<file path="src/rtl/imm_pkg.sv">
// Shared types for the decode stage: immediate-select codes, RV32I opcodes and the decoded entry.
// With DEC_ILLEGAL_CHK_EN defined, the entry also carries an illegal-opcode flag.
package imm_pkg;

    localparam int unsigned DEC_XLEN = 32;
    localparam int unsigned DEC_PC_W = 32;

    typedef enum logic [2:0] {
        SEL_NONE = 3'b000,
        SEL_IZ   = 3'b001,
        SEL_I    = 3'b010,
        SEL_S    = 3'b011,
        SEL_B    = 3'b100,
        SEL_U    = 3'b101,
        SEL_J    = 3'b110
    } imm_sel_e;

    localparam logic [6:0] OPC_LOAD   = 7'b0000011;
    localparam logic [6:0] OPC_MISC   = 7'b0001111;
    localparam logic [6:0] OPC_OPIMM  = 7'b0010011;
    localparam logic [6:0] OPC_AUIPC  = 7'b0010111;
    localparam logic [6:0] OPC_STORE  = 7'b0100011;
    localparam logic [6:0] OPC_OP     = 7'b0110011;
    localparam logic [6:0] OPC_LUI    = 7'b0110111;
    localparam logic [6:0] OPC_BRANCH = 7'b1100011;
    localparam logic [6:0] OPC_JALR   = 7'b1100111;
    localparam logic [6:0] OPC_JAL    = 7'b1101111;
    localparam logic [6:0] OPC_SYSTEM = 7'b1110011;

    typedef struct packed {
        logic [DEC_PC_W-1:0] pc;
        logic [DEC_XLEN-1:0] instr;
        logic [DEC_XLEN-1:0] imm;
        imm_sel_e            sel;
`ifdef DEC_ILLEGAL_CHK_EN
        logic                illegal;
`endif
    } dec_entry_t;

endpackage

</file>
<file path="src/rtl/imm_decode_stage_extend.sv">
// Immediate generator (module extend): builds the 32-bit immediate selected by sel
// from the instruction's upper bits.
module extend
    import imm_pkg::*;
(
    input  logic [31:7] instr,
    input  imm_sel_e    sel,
    output logic [31:0] imm
);

    always_comb begin
        imm = '0;
        case (sel)
            SEL_IZ: imm = {20'b0, instr[31:20]};
            SEL_I:  imm = {{20{instr[31]}}, instr[31:20]};
            SEL_S:  imm = {{20{instr[31]}}, instr[31:25], instr[11:7]};
            SEL_B:  imm = {{19{instr[31]}}, instr[31], instr[7], instr[30:25], instr[11:8], 1'b0};
            SEL_U:  imm = {instr[31:12], 12'b0};
            SEL_J:  imm = {{11{instr[31]}}, instr[31], instr[19:12], instr[20], instr[30:21], 1'b0};
            default: imm = '0;
        endcase
    end

endmodule

</file>
<file path="src/rtl/imm_decode_stage.sv">
// Decode stage: classifies fetched instructions, extends the immediate and holds entries in a
// main register plus one skid slot. Optional out_illegal port with DEC_ILLEGAL_CHK_EN.
module imm_decode_stage
    import imm_pkg::*;
#(
    parameter int unsigned XLEN = DEC_XLEN,
    parameter int unsigned PC_W = DEC_PC_W
) (
    input  logic            clk,
    input  logic            rst_n,
    input  logic            in_valid,
    output logic            in_ready,
    input  logic [XLEN-1:0] in_instr,
    input  logic [PC_W-1:0] in_pc,
    input  logic            flush,
    output logic            out_valid,
    input  logic            out_ready,
    output logic [XLEN-1:0] out_instr,
    output logic [PC_W-1:0] out_pc,
    output logic [XLEN-1:0] out_imm,
    output logic [2:0]      out_sel
`ifdef DEC_ILLEGAL_CHK_EN
    ,
    output logic            out_illegal
`endif
);

    function automatic imm_sel_e decode_sel(input logic [31:0] instr);
        imm_sel_e s;
        case (instr[6:0])
            OPC_LOAD, OPC_JALR: s = SEL_I;
            OPC_OPIMM:          s = (instr[13:12] == 2'b01) ? SEL_IZ : SEL_I;
            OPC_STORE:          s = SEL_S;
            OPC_BRANCH:         s = SEL_B;
            OPC_LUI, OPC_AUIPC: s = SEL_U;
            OPC_JAL:            s = SEL_J;
            default:            s = SEL_NONE;
        endcase
        return s;
    endfunction

`ifdef DEC_ILLEGAL_CHK_EN
    function automatic logic decode_illegal(input logic [6:0] opc);
        logic ill;
        case (opc)
            OPC_LOAD, OPC_STORE, OPC_BRANCH, OPC_JAL, OPC_JALR, OPC_OPIMM,
            OPC_OP, OPC_LUI, OPC_AUIPC, OPC_MISC, OPC_SYSTEM: ill = 1'b0;
            default: ill = 1'b1;
        endcase
        return ill;
    endfunction
`endif

    dec_entry_t  main_q;
    dec_entry_t  skid_q;
    dec_entry_t  in_entry;
    imm_sel_e    in_sel;
    logic [31:0] in_imm;
    logic        out_valid_q;
    logic        skid_valid_q;
    logic        in_ready_q;
    logic        accept;

    assign in_sel = decode_sel(in_instr);

    extend u_extend (
        .instr (in_instr[31:7]),
        .sel   (in_sel),
        .imm   (in_imm)
    );

    always_comb begin
        in_entry       = '0;
        in_entry.pc    = in_pc;
        in_entry.instr = in_instr;
        in_entry.imm   = in_imm;
        in_entry.sel   = in_sel;
`ifdef DEC_ILLEGAL_CHK_EN
        in_entry.illegal = decode_illegal(in_instr[6:0]);
`endif
    end

    assign accept = in_valid & in_ready_q;

    // in_ready is registered from the next skid state, so it always equals !skid_valid.
    always_ff @(posedge clk or negedge rst_n) begin
        if (!rst_n) begin
            main_q       <= '0;
            skid_q       <= '0;
            out_valid_q  <= 1'b0;
            skid_valid_q <= 1'b0;
            in_ready_q   <= 1'b1;
        end else if (flush) begin
            out_valid_q  <= 1'b0;
            skid_valid_q <= 1'b0;
            in_ready_q   <= 1'b1;
        end else if (!out_valid_q || out_ready) begin
            if (skid_valid_q) begin
                main_q       <= skid_q;
                out_valid_q  <= 1'b1;
                if (accept) begin
                    skid_q <= in_entry;
                end
                skid_valid_q <= accept;
                in_ready_q   <= !accept;
            end else begin
                if (accept) begin
                    main_q <= in_entry;
                end
                out_valid_q  <= accept;
                skid_valid_q <= 1'b0;
                in_ready_q   <= 1'b1;
            end
        end else if (accept) begin
            skid_q       <= in_entry;
            skid_valid_q <= 1'b1;
            in_ready_q   <= 1'b0;
        end
    end

    assign in_ready  = in_ready_q;
    assign out_valid = out_valid_q;
    assign out_instr = main_q.instr;
    assign out_pc    = main_q.pc;
    assign out_imm   = main_q.imm;
    assign out_sel   = main_q.sel;
`ifdef DEC_ILLEGAL_CHK_EN
    assign out_illegal = main_q.illegal;
`endif

endmodule
</file>
<file path="config.mk">
export PLATFORM = sky130hd
export DESIGN_NAME = imm_decode_stage
export DESIGN_NICKNAME = d
export VERILOG_FILES = /design/src/rtl/imm_pkg.sv /design/src/rtl/imm_decode_stage_extend.sv /design/src/rtl/imm_decode_stage.sv
export SDC_FILE = /design/constraint.sdc
export NUM_CORES = 1
export LEC_CHECK = 0
export BUFFER_PORTS_ARGS = -buffer_cell sky130_fd_sc_hd__buf_2
export CAP_MARGIN = 20
export CORE_MARGIN = 1.5
export CORE_UTILIZATION = 59
export CTS_CLUSTER_SIZE = 14
export DETAILED_ROUTE_END_ITERATION = 16
export MAX_ROUTING_LAYER = met4
export PLACE_DENSITY = 0.84
export SLEW_MARGIN = 5
export SYNTH_ARGS = -nofsm -noshare
export SYNTH_HDL_FRONTEND = slang
export SYNTH_SLANG_ARGS = --single-unit
</file>
<file path="constraint.sdc">
create_clock -name clk -period 3.45 [get_ports clk]
set_clock_uncertainty 0.1 [all_clocks]
set_input_delay 1.035 -clock clk [delete_from_list [all_inputs] [get_ports clk]]
set_output_delay 1.035 -clock clk [all_outputs]
set_load 0.005 [all_outputs]
</file>
==> results.json <==
{
  "layout.nets": 1159,
  "finalCritPeriodShare": 0.746,
  "postRouteAntennaNets": 0,
  "clock_latency_ns": 0.49,
  "wl_um": 22000,
  "setup_slack_ns": 0.875,
  "cts-root-buf": "clkbuf_16",
  "syn-num-nets": 1006,
  "port_buffers": 169,
  "cts_sinks": 201,
  "grt_pass1_wl_um": 36400,
  "fmax_mhz": 388,
  "total_power_w": 0.00643,
  "critPathMaxStageDelay_ns": 0.62,
  "place_area_um2": 9810,
  "avgSynthCellArea_um2": 9.32,
  "yosys.cell_types.count": 45,
  "path_max_fanout": 8,
  "rsz0062_at_grt": "no",
  "ios": 170,
  "cp-end-kind": "flip-flop",
  "hold_viol": 0,
  "postCtsSetupRepairBufs": 0,
  "start_util": 0.603,
  "grt_antenna_before_repair": 1,
  "synth-warning-count": 0,
  "drive_above_1_share": 0.214,
  "cts_tree": "yes",
  "place_congestion": 0.839,
  "gr-total-overflow": 0,
  "dieHeight_um": 125,
  "critPathLaunchType": "input pin",
  "cellLeakagePower_nw": 5.22,
  "vdd_ir_drop_max_mv": 0.354,
  "slew_headroom": 0.529,
  "vias": 7373,
  "dp_hpwl_um": 14100,
  "worstMarginPinSlew_ns": 0.696,
  "synthFlopType": "dfrtp_1",
  "grt_pass1_vias": 7280,
  "pre_cts_ws_ns": 0.404,
  "first_pass_iters": 6,
  "clockBufferDepth": 3,
  "track_usage": 0.294,
  "grt_start_max_net_pins": 82,
  "synthArstFlopShare": 1.00,
  "routedWlPerCell_um": 17.1,
  "required_ns": 3.74,
  "syn_to_final_growth_pct": 20.5,
  "core_area_um2": 14500,
  "yosysSeqAreaShare": 0.576,
  "slowest_stage": "nor4b_1",
  "cts_resized": 0,
  "initialDrtViolationCount": 610,
  "min_path_type": "flip-flop to flip-flop",
  "slew_violations": 0,
  "synthCells": 937,
  "ys_ff_latch": 201,
  "crit_type": "input pin to flip-flop",
  "drc": 0,
  "nFillCells": 1061,
  "worstPathArrival_ns": 2.87,
  "die_area_um2": 15500,
  "ctsHoldBuffers": 0,
  "synth-edff-count": 0,
  "hp-start": "out_pc[28]",
  "fin_area_um2": 10500,
  "avgViaCountPerCell": 5.72,
  "die_w_um": 125,
  "rows": 44,
  "status": "completed",
  "path_cells": "buf_2 -> nor2b_1 -> o21ai_0 -> nor4b_1 -> nor2_1 -> a211oi_1",
  "cp-startpoint": "in_instr[12]",
  "max-cap-violations": 0,
  "r2r-start": "skid_valid_q",
  "numCtsBuffers": 22,
  "htree_levels": 1,
  "final.setup.tns_ns": 0,
  "setup_viol": 0,
  "clk_pin_slew_worst_paths_ns": 0.06,
  "powerDensity_nw_per_um2": 611,
  "post-route-min-period_ns": 2.57,
  "synth_area_um2": 8730
}
synthesized netlist by cell type, types with 2 or more instances:
cell type,count,area share
mux2i_1,64,0.073
nor2b_1,5,0.0036
and2_1,2,0.0014
nor2_1,75,0.032
a22oi_1,4,0.0034
a211oi_1,9,0.0077
o21ai_0,74,0.042
or3_1,2,0.0014
nor3_1,9,0.0052
buf_2,21,0.012
nor4_2,2,0.0029
a31oi_1,4,0.0029
inv_1,3,0.0013
o22ai_1,4,0.0029
a211o_1,12,0.012
dfrtp_1,200,0.57
buf_1,5,0.0022
a21oi_1,59,0.034
nand2b_1,2,0.0014
a21o_1,6,0.0052
nand3_1,15,0.0086
nand2_1,304,0.13
clkbuf_1,34,0.015
cell type report:
cell class,instances,area [µm²],share of cell area
Timing Repair Buffer,190,1070,0.102
Clock buffer,34,687,0.0653
Multi-Input combinational cell,672,3460,0.329
Tap cell,184,230,0.0219
Inverter,3,11.3,0.00107
Clock inverter,3,15.0,0.00143
Antenna cell,1,2.50,0.000238
Sequential cell,201,5030,0.479
cells by family after synthesis:
logic type	count (synthesis)	synth area share
simple gates	427	0.199
flops	201	0.576
compound gates	179	0.118
buf+inv	64	0.0314
mux	64	0.0734
xor+xnor	1	0.00100
fa+ha+maj	1	0.00115
layout by cell type, fill, tap and decap left out, drive strengths merged:
master   count
nand2      305
dfrtp      200
buf        189
o21ai       76
nor2        75
mux2i       64
a21oi       59
clkbuf      35
nand3       15
a211o       12
nor3        10
a211oi      10
a21o         6
nor2b        6
a31oi        4
a22oi        4
o22ai        4
inv          3
clkinv       3
and2         3
nor4         3
nand2b       2
or3          2
nor4b        2
diode        1
and4b        1
nand4b       1
o211a        1
or4          1
xnor2        1
a2111oi      1
and3b        1
a221oi       1
maj3         1
a221o        1
dfstp        1
path summary, 6_finish.rpt:
kind                       cells past startpoint  slack [ns]          end
setup reg to reg                               5        0.94  out_imm[29]
hold / removal                                 2        0.37   out_pc[28]
hold reg to reg                                2        0.37   out_pc[28]
setup / recovery                               6        0.88  out_imm[13]
max in group asynchronous                      2        2.05    out_pc[7]
min in group asynchronous                      1        0.45   out_pc[23]
layer usage:
layer,GRT usage,up-vias,wire length (µm)
met5,-,-,0
met4,0.0717,0,333
met3,0.0477,33,1570
met2,0.465,298,10600
met1,0.404,3619,9500
li1,-,3423,-
worst max-delay path: cells and delay by family:
kind | cells | cell delay, ns
compound gates | 2 | 0.59
buf+inv | 1 | 0.12
simple gates | 3 | 1.11
registers in the layout (all words and copies together) (netlist names):
| name | flops |
|---|---|
| skid_valid_q | 1 |
| skid_q | 99 |
| out_pc | 32 |
| out_imm | 32 |
| in_ready | 1 |
| out_sel | 3 |
| out_valid | 1 |
| out_instr | 32 |
through the flow:
stage           util  hold WS, ns  std cells
2_1_floorplan      -        0.339        937
3_3_place_gp   0.678        0.350       1250
3_5_place_dp   0.678        0.356       1250
4_1_cts        0.726        0.369       1287
5_1_grt        0.726        0.390       1288
6_report       0.726        0.370       1288
where the power goes:
| part | switching [W] | internal [W] |
|---|---|---|
| clock network | 0.000904 | 0.00136 |
| registers | 0.000283 | 0.00285 |
| logic | 0.000576 | 0.000455 |
Note: power is estimated with default switching activity, not from simulation.
